<file path="src/rtl/race_pkg.sv">
// Shared race constants: game state codes, winner codes and timer payload.
package race_pkg;

  localparam int unsigned STATE_W        = 3;
  localparam int unsigned SEC_W          = 10;
  localparam int unsigned FRAME_W        = 6;
  localparam int unsigned FRAMES_PER_SEC = 60;

  // Game state codes; the physics engines decode the same values.
  typedef enum logic [STATE_W-1:0] {
    ST_IDLE   = 3'd0,
    ST_COUNT  = 3'd2,
    ST_RACE   = 3'd4,
    ST_FINISH = 3'd5,
    ST_RESULT = 3'd6
  } state_t;

  typedef enum logic [1:0] {
    W_NONE = 2'd0,
    W_P1   = 2'd1,
    W_P2   = 2'd2,
    W_TIE  = 2'd3
  } winner_t;

  // Race timer as shown on the HUD.
  typedef struct packed {
    logic [SEC_W-1:0]   sec;
    logic [FRAME_W-1:0] frac;
  } race_time_t;

endpackage

</file>
<file path="src/rtl/game_tick_gen.sv">
// Free-running frame-rate tick: one-cycle pulse every CLK_FREQ/RATE cycles.
module game_tick_gen #(
  parameter int unsigned CLK_FREQ = 100_000_000,
  parameter int unsigned RATE     = 60
) (
  input  logic clk,
  input  logic rst,
  output logic game_tick
);

  localparam int unsigned PERIOD = CLK_FREQ / RATE;
  localparam int unsigned CNT_W  = (PERIOD > 1) ? $clog2(PERIOD) : 1;

  logic [CNT_W-1:0] cnt;

  assign game_tick = (cnt == CNT_W'(PERIOD - 1));

  // Counter wraps to zero on the tick cycle itself.
  always_ff @(posedge clk or negedge rst) begin
    if (!rst)           cnt <= '0;
    else if (game_tick) cnt <= '0;
    else                cnt <= cnt + 1'b1;
  end

endmodule

</file>
<file path="src/rtl/race_controller.sv">
// Race sequencer: countdown, race timer, finish arbitration, leader and engine re-arm.
module race_controller
  import race_pkg::*;
#(
  parameter int unsigned CLK_FREQ        = 100_000_000,
  parameter int unsigned COUNTDOWN_SEC   = 3,
  parameter int unsigned FINISH_HOLD_SEC = 5,
  parameter int unsigned MAX_SEC         = 999
) (
  input  logic         clk,
  input  logic         rst,
  input  logic         start_btn,
  input  logic         abort_btn,
  input  logic [1:0]   p1_flag,
  input  logic [1:0]   p2_flag,
  input  logic         p1_finish,
  input  logic         p2_finish,
  output logic [2:0]   state,
  output logic         engine_rst,
  output logic [1:0]   countdown,
  output logic [9:0]   time_sec,
  output logic [5:0]   time_frac,
  output logic [1:0]   winner,
  output logic [1:0]   leader
);

  localparam int unsigned HOLD_TICKS = FINISH_HOLD_SEC * FRAMES_PER_SEC;
  localparam int unsigned CNT_MAX    = (HOLD_TICKS > FRAMES_PER_SEC) ? HOLD_TICKS : FRAMES_PER_SEC;
  localparam int unsigned CNT_W      = $clog2(CNT_MAX);

  state_t           cur_state, nxt_state;
  logic [1:0]       cd_q, cd_d;
  logic [CNT_W-1:0] sub_q, sub_d;
  race_time_t       tm_q, tm_d;
  winner_t          win_q, win_d;
  logic [1:0]       lead_q, lead_d;
  logic             erst_q, erst_d;
  logic             start_q, abort_q;
  logic             start_rise, abort_rise;
  logic             game_tick;
  logic             abortable;

  game_tick_gen #(
    .CLK_FREQ (CLK_FREQ),
    .RATE     (FRAMES_PER_SEC)
  ) u_tick (
    .clk       (clk),
    .rst       (rst),
    .game_tick (game_tick)
  );

  assign start_rise = start_btn & ~start_q;
  assign abort_rise = abort_btn & ~abort_q;
  assign abortable  = (cur_state == ST_COUNT) || (cur_state == ST_RACE) ||
                      (cur_state == ST_FINISH) || (cur_state == ST_RESULT);

  assign state      = cur_state;
  assign engine_rst = erst_q;
  assign countdown  = cd_q;
  assign time_sec   = tm_q.sec;
  assign time_frac  = tm_q.frac;
  assign winner     = win_q;
  assign leader     = lead_q;

  // State register.
  always_ff @(posedge clk or negedge rst) begin
    if (!rst) cur_state <= ST_IDLE;
    else      cur_state <= nxt_state;
  end

  // Datapath registers and button edge history.
  always_ff @(posedge clk or negedge rst) begin
    if (!rst) begin
      cd_q    <= 2'd0;
      sub_q   <= '0;
      tm_q    <= '0;
      win_q   <= W_NONE;
      lead_q  <= 2'd0;
      erst_q  <= 1'b1;
      start_q <= 1'b0;
      abort_q <= 1'b0;
    end else begin
      cd_q    <= cd_d;
      sub_q   <= sub_d;
      tm_q    <= tm_d;
      win_q   <= win_d;
      lead_q  <= lead_d;
      erst_q  <= erst_d;
      start_q <= start_btn;
      abort_q <= abort_btn;
    end
  end

  // Next-state and datapath update; abort outranks finish and timeout.
  always_comb begin
    nxt_state = cur_state;
    cd_d      = cd_q;
    sub_d     = sub_q;
    tm_d      = tm_q;
    win_d     = win_q;
    erst_d    = 1'b0;
    lead_d    = 2'd0;

    if (cur_state == ST_RACE) begin
      if (p1_flag > p2_flag)      lead_d = 2'd1;
      else if (p1_flag < p2_flag) lead_d = 2'd2;
    end

    if (abort_rise && abortable) begin
      nxt_state = ST_IDLE;
      cd_d      = 2'd0;
      sub_d     = '0;
      tm_d      = '0;
      win_d     = W_NONE;
    end else begin
      case (cur_state)
        ST_IDLE: begin
          if (start_rise) begin
            nxt_state = ST_COUNT;
            erst_d    = 1'b1;
            cd_d      = 2'(COUNTDOWN_SEC);
            sub_d     = '0;
            tm_d      = '0;
            win_d     = W_NONE;
          end
        end
        ST_COUNT: begin
          if (game_tick) begin
            if (sub_q == CNT_W'(FRAMES_PER_SEC - 1)) begin
              sub_d = '0;
              if (cd_q == 2'd1) begin
                cd_d      = 2'd0;
                nxt_state = ST_RACE;
              end else begin
                cd_d = cd_q - 2'd1;
              end
            end else begin
              sub_d = sub_q + 1'b1;
            end
          end
        end
        ST_RACE: begin
          if (p1_finish || p2_finish) begin
            nxt_state = ST_FINISH;
            sub_d     = '0;
            if (p1_finish && p2_finish) win_d = W_TIE;
            else if (p1_finish)         win_d = W_P1;
            else                        win_d = W_P2;
          end else if (game_tick) begin
            if (tm_q.sec == SEC_W'(MAX_SEC) && tm_q.frac == FRAME_W'(FRAMES_PER_SEC - 1)) begin
              nxt_state = ST_FINISH;
              sub_d     = '0;
              win_d     = W_NONE;
            end else if (tm_q.frac == FRAME_W'(FRAMES_PER_SEC - 1)) begin
              tm_d.frac = '0;
              tm_d.sec  = tm_q.sec + 1'b1;
            end else begin
              tm_d.frac = tm_q.frac + 1'b1;
            end
          end
        end
        ST_FINISH: begin
          if (game_tick) begin
            if (sub_q == CNT_W'(HOLD_TICKS - 1)) nxt_state = ST_RESULT;
            else                                 sub_d     = sub_q + 1'b1;
          end
        end
        ST_RESULT: begin
          if (start_rise) nxt_state = ST_IDLE;
        end
        default: begin
          nxt_state = ST_IDLE;
          cd_d      = 2'd0;
          sub_d     = '0;
          tm_d      = '0;
          win_d     = W_NONE;
        end
      endcase
    end
  end

endmodule
</file>
<file path="config.mk">
export PLATFORM = sky130hd
export DESIGN_NAME = race_controller
export DESIGN_NICKNAME = d
export VERILOG_FILES = /design/src/rtl/race_pkg.sv /design/src/rtl/game_tick_gen.sv /design/src/rtl/race_controller.sv
export SDC_FILE = /design/constraint.sdc
export NUM_CORES = 1
export LEC_CHECK = 0
export ABC_CLOCK_PERIOD_IN_PS = 2700
export CAP_MARGIN = 20
export CELL_PAD_IN_SITES_DETAIL_PLACEMENT = 1
export CELL_PAD_IN_SITES_GLOBAL_PLACEMENT = 1
export CORE_MARGIN = 2
export CORE_UTILIZATION = 30
export CTS_BUF_LIST = sky130_fd_sc_hd__clkbuf_8
export DETAILED_ROUTE_END_ITERATION = 7
export PLACE_DENSITY_LB_ADDON = 0.1
export REMOVE_ABC_BUFFERS = 1
export SETUP_SLACK_MARGIN = 0.4
export SYNTH_ARGS = -nofsm -noshare
export SYNTH_HDL_FRONTEND = slang
export SYNTH_SLANG_ARGS = --single-unit
export TNS_END_PERCENT = 100
</file>
<file path="constraint.sdc">
create_clock -name clk -period 2.7 [get_ports clk]
set_input_delay 0.27 -clock clk [delete_from_list [all_inputs] [get_ports clk]]
set_output_delay 0.27 -clock clk [all_outputs]
set_load 0.03 [all_outputs]
</file>
==> run_results.csv, run 1 <==
group,metric,value,unit
placed_design,dpl_cell_area,0.00380,mm²
critical_path,critPathRequiredTime,2930,ps
timing,finalClockSkew,13.6,ps
critical_path,cp_data_arrival_time,2510,ps
floorplan,die_w,108,µm
layout,layout.nets,425,
clocking,cts_tree,"yes",
placed_design,portBuffers,35,
global_routing,grt_start_max_net_pins,40,
layout,post-route-cell-area,0.00412,mm²
drt,vias,2772,
clocking,clk_latency,350,ps
critical_path,reg2reg_depth,6,
floorplan,initial_core_util,31.1,%
drt,post_drt_via_cell_ratio,5.06,
placed_design,dp_hpwl,6410,µm
floorplan,io_pins,36,
yosys,syn_area,0.00322,mm²
timing,period_needed,2290,ps
clocking,cts.sinks,58,
yosys,synth_seq_cells,58,
drt,drt_iter0_drc,91,
timing,fmax,437,MHz
layout,area_growth,27.9,%
min_path,worstHoldPathType,"primary input to async pin",
yosys,avgSynthCellArea,9.26,µm²
critical_path,rr_endpoint,"state[0]$_DFFE_PN0P_",
yosys,synth_cells,348,
yosys,synth_warnings,0,
timing,maxSlewViolCount,0,
drt,drc,0,
timing,setup_ws,412,ps
critical_path,start_kind,"flop",
timing,rsz0062_at_grt,"yes",
critical_path,rrSetupSlack,410,ps
drt,first_pass_iters,4,
global_routing,antenna_found_initial,0,
timing,hold_violations,0,
global_routing,overflow,0,
layout,antennaDiodeCount,0,
job,maxCapViolations,0,
placed_design,place_inst,524,
pwr,ir_drop,272,µV
critical_path,worstSetupPathType,"flop to flop",
run_status,outcome,"completed",
floorplan,row_count,37,
yosys,synthArstFlopShare,100,%
global_routing,grt_usage,16.8,%
layout,utilization,39.8,%
clocking,ctsHoldBuffers,0,
critical_path,cp_max_fo,7,
floorplan,dieArea,0.0116,mm²
floorplan,fp.coreArea,0.0104,mm²
clocking,clk_pin_slew,70,ps
clocking,clock_path_buffers,2,
pwr,p_leak,1.73,nW
pwr,total_power,2.80,mW
floorplan,chipHeight,108,µm
timing,relSlewSlack,38.3,%
critical_path,rr_startpoint,"time_sec[3]$_DFFE_PN0P_",
layout,layout-drive-gt1-share,15.5,%
drt,detail-route-antenna-nets,0,
timing,worst_pin_slew,926,ps
placed_design,pre_cts_ws,210,ps
timing,final-setup-viol-count,0,
clocking,htreeDepth,3,
clocking,numCtsBuffers,9,
yosys,synth.distinct_cells,60,
pwr,powerDensity,679,mW/mm²
layout,post_layout_nonfiller_instances,548,
drt,routed_wl,8910,µm
drt,post_drt_wl_per_cell,16.3,µm
placed_design,globalplace.congestion,0.761,
yosys,synth_edf_count,0,
timing,fin_crit_sh,84.7,%
yosys,ys_seq_area_share,45.1,%
yosys,synthFlopType,"dfrtp_1",
timing,holdWs,60.5,ps
global_routing,grt_pass1_vias,2992,
critical_path,endpoint_kind,"flop",
global_routing,grt_pass1_wl,15100,µm
clocking,root_buffer,"clkbuf_8",
timing,setup_tns,0,ps
## cells in the final DEF (no fill, tap or decap), types with 10 or more instances in the layout
cell / count
dfrtp_1: 55
nor2_1: 37
clkdlybuf4s50_1: 34
o21ai_0: 30
nand2_1: 29
nand3_1: 22
buf_4: 22
inv_1: 13
xnor2_1: 13
clkbuf_8: 13
and3_1: 11
a21oi_1: 10
o31ai_1: 10
## how the worst max path moves through the flow
stage / to / slack (ps) / startpoint / cells past startpoint
finish: state[0]$_DFFE_PN0P_ / 410 / time_sec[3]$_DFFE_PN0P_ / 6
global route: state[0]$_DFFE_PN0P_ / 330 / time_sec[3]$_DFFE_PN0P_ / 6
CTS: state[0]$_DFFE_PN0P_ / 370 / time_sec[3]$_DFFE_PN0P_ / 6
detailed placement: time_sec[3]$_DFFE_PN0P_ / 210 / abort_btn / 8
global placement: time_sec[3]$_DFFE_PN0P_ / 240 / abort_btn / 8
floorplan: time_frac[4]$_DFFE_PN0P_ / 290 / u_tick.cnt[1]$_DFF_PN0_ / 8
## layout make-up
class                           instances  area, µm²
Fill cell                            1227       6250
Multi-Input combinational cell        268       1750
Sequential cell                        58       1460
Timing Repair Buffer                   57        510
Clock buffer                           13        179
Tap cell                              136        170
Inverter                               13       48.8
Clock inverter                          3       13.8
## where the power goes
| group | internal [mW] | leakage, nW | switching [mW] |
|---|---|---|---|
| logic | 0.414 | 0.844 | 0.606 |
| clock network | 0.427 | 0.107 | 0.360 |
| registers | 0.928 | 0.776 | 0.0624 |
## Yosys cell counts, drive strengths merged, types with 2 or more instances
cell type,count,share of area [%]
nor3,10,1.7
inv,13,1.5
a31o,2,0.54
ha,8,3.1
nor2b,4,0.78
o22ai,2,0.39
xnor2,13,3.5
buf,6,1.0
a211oi,2,0.85
and3,11,2.1
clkbuf,3,0.35
nor4,4,0.97
or2,2,0.39
o21ai,35,5.4
or3b,2,0.54
mux2i,2,0.62
nand3,24,3.7
or4,2,0.58
and2,5,0.97
or3,2,0.54
a22o,2,0.54
o211ai,2,0.62
dfrtp,57,44
a21o,2,0.47
a221oi,3,0.82
nand2b,9,1.7
nor2,39,4.7
nand4,8,1.7
a21oi,10,1.6
o31ai,10,2.3
xor2,7,1.9
nand2,29,3.4
## metal layers
layer / wire (µm) / global-route usage, % / vias up / part of all wire (%)
met5: 0 / 0 / - / 0
met4: 160 / 7.14 / 0 / 1.8
met3: 159 / 2.54 / 11 / 1.8
met2: 4190 / 26.5 / 26 / 47
met1: 4400 / 22.8 / 1368 / 49
li1: - / - / 1367 / -
## critical path, stage by stage (launching register included)
cell	delay, ps
dfrtp_2	440
or3b_1	400
or4_4	560
nand3_2	140
o21ai_1	120
nor2_2	150
mux2_2	350
## timing repair
| action | in CTS | in global routing |
|---|---|---|
| endpoints found under the hold margin | 0 | 0 |
| setup buffers | 4 | 4 |
| pin swaps | 3 | 4 |
| endpoints found under the setup margin | 14 | 27 |
| gates resized for setup | 5 | 14 |
| gates cloned | 0 | 0 |
## registers in the layout, indices dropped and copies added (netlist names)
signal and count:
time_frac 6, engine_rst 1, u_tick.cnt 21, sub_q 9, start_q 1, time_sec 10, abort_q 1, leader 2
winner 2, countdown 2, state 3
## cell families (layout without fill, tap and decap cells)
kind of cell	Yosys count	count (layout)	share of synthesized area, %
flip-flops	58	58	45.1
multiplexers	3	3	0.970
AO/OA/AOI/OAI	78	78	16.3
XOR/XNOR	20	20	5.43
adder cells (fa/ha/maj)	8	8	3.11
AND/OR/NAND/NOR	159	159	26.2
buffers and inverters	22	86	2.87
Note: power is estimated with default switching activity, not from simulation.
==> run 2, diff against run 1 <==
ABC_CLOCK_PERIOD_IN_PS = 2200   (was 2700)
clock period = 2.2 ns   (was 2.7 ns; I/O delays follow)
==> run_results.csv, run 2 (synthesis results as in run 1) <==
group,metric,value,unit
critical_path,crit_chain,"or4b_4 -> buf_6 -> nor2_4 -> o21bai_1 -> a221o_1 -> nor2_2 -> mux2_4",
clocking,cts.sinks,58,
global_routing,overflow,0,
layout,multi_input_area,0.00213,mm²
pwr,ir_drop,394,µV
clocking,clk_pin_slew,70,ps
critical_path,critPathSlowestCell,"or4b_4",
layout,seq_area,0.00145,mm²
run_status,outcome,"completed",
layout,top_register,"u_tick.cnt",
placed_design,globalplace.congestion,0.791,
layout,final_cell_mix,"buf_4 (77), dfrtp_1 (56), nand2_1 (27)",
timing,hold_violations,0,
floorplan,initial_core_util,31.1,%
floorplan,die_w,108,µm
pwr,total_power,3.72,mW
floorplan,dieArea,0.0116,mm²
job,maxCapViolations,0,
timing,rsz0062_at_grt,"yes",
drt,first_pass_iters,4,
timing,period_needed,2150,ps
clocking,clk_latency,350,ps
layout,largest_reg_flops,21,
critical_path,worstSetupPathType,"flop to flop",
critical_path,critPathRequiredTime,2430,ps
placed_design,place_inst,585,
floorplan,io_pins,36,
drt,vias,3100,
global_routing,grt_pass1_vias,3291,
placed_design,pre_cts_ws,-188,ps
layout,area_growth,58.7,%
critical_path,endpoint_kind,"flop",
drt,post_drt_wl_per_cell,16.4,µm
floorplan,fp.coreArea,0.0104,mm²
layout,layout.nets,495,
drt,drt_iter0_drc,78,
global_routing,grt_start_max_net_pins,25,
critical_path,start_kind,"flop",
critical_path,cp_max_fo,2,
layout,antennaDiodeCount,0,
timing,setup_tns,0,ps
layout,layout-drive-gt1-share,39.4,%
layout,fillerInstances,1187,
clocking,cts_tree,"yes",
clocking,htreeDepth,3,
layout,post_layout_nonfiller_instances,618,
layout,layout_commonest_cell,"buf_4",
pwr,p_sw_share,38.4,%
critical_path,cp_data_arrival_time,2380,ps
pwr,p_leak,2.31,nW
timing,final-setup-viol-count,0,
timing,fmax,466,MHz
pwr,combPwrFrac,44.7,%
clocking,root_buffer,"clkbuf_8",
floorplan,chipHeight,108,µm
critical_path,slowest_delay,580,ps
drt,post_drt_via_cell_ratio,5.02,
timing,worst_pin_slew,536,ps
pwr,pwr-share-seq,32.0,%
placed_design,dp_hpwl,7110,µm
pwr,p_int,2.29,mW
drt,detail-route-antenna-nets,0,
pwr,powerDensity,727,mW/mm²
drt,routed_wl,10100,µm
global_routing,grt_usage,18.3,%
timing,maxSlewViolCount,0,
pwr,pwr-share-clk,23.3,%
min_path,worstHoldPathType,"primary input to async pin",
timing,relSlewSlack,64.3,%
global_routing,grt_pass1_wl,16500,µm
clocking,numCtsBuffers,9,
timing,setup_ws,53.0,ps
layout,utilization,49.3,%
floorplan,row_count,37,
drt,drc,0,
global_routing,antenna_found_initial,0,
placed_design,portBuffers,35,
pwr,p_sw,1.43,mW
timing,fin_crit_sh,97.6,%
clocking,clock_path_buffers,2,
timing,finalClockSkew,5.67,ps
==> run 2: critical path: cells and delay by family, from the launching register on <==
family / cells / cell delay [ps]
buffers and inverters: 1 / 150
AOI/OAI and AO/OA: 2 / 400
and+or+nand+nor: 3 / 780
DFF: 1 / 380
muxes: 1 / 320
==> run 2: path summary, 6_finish.rpt <==
kind,cells after the start,to,start,slack (ps)
worst max-delay path,7,state[0]$_DFFE_PN0P_,sub_q[2]$_DFFE_PN0P_,50
worst min register to register,1,engine_rst$_DFF_PN1_,state[1]$_DFFE_PN0P_,470
worst max register to register,7,state[0]$_DFFE_PN0P_,sub_q[2]$_DFFE_PN0P_,50
max in group asynchronous,3,engine_rst$_DFF_PN1_,rst,1130
worst min-delay path,2,sub_q[5]$_DFFE_PN0P_,rst,380
min in group clk,2,start_q$_DFF_PN0_,start_btn,460
==> run 2: through the flow <==
stage          area (µm²)  hold slack, ps
2_1_floorplan        3180           -75.6
6_report             5110             379
3_3_place_gp         4270             233
4_1_cts              4710             395
3_5_place_dp         4270             237
5_1_grt              5110             422
==> run 2: area by class of cell <==
class                      count  share of cell area, %
multi-input combinational    268                   41.7
sequential                    58                   28.4
timing repair buffer         127                   22.3
tap                          136                   3.33
clock buffer                  10                   2.69
inverter                      13                  0.954
clock inverter                 6                  0.514
==> run 2: power groups by stage <==
stage / clock network (mW) / logic, mW / registers, mW
global route: 0.946 / 1.81 / 1.20
finish: 0.865 / 1.66 / 1.19
detailed placement: 0 / 1.41 / 1.21
CTS: 0.900 / 1.55 / 1.19
floorplan: 0 / 0.584 / 1.36
global placement: 0 / 1.41 / 1.21
==> run 2: timing repair <==
item / 4_1_cts / 5_1_grt
hold buffers: 1 / 0
gates resized for setup: 58 / 86
pin swaps: 28 / 14
setup endpoints to repair: 36 / 53
endpoints found under the hold margin: 19 / 0
setup buffers: 8 / 6
cloned: 1 / 1
==> run 2: metal layers <==
layer  GRT usage (%)  wire (µm)  vias up  part of all wire (%)
met1            24.3       4590     1540                    45
li1                -          -     1510                     -
met2            29.9       5140       38                    51
met5               0          0        -                     0
met3            3.45        214       12                   2.1
met4            6.59        172        0                   1.7
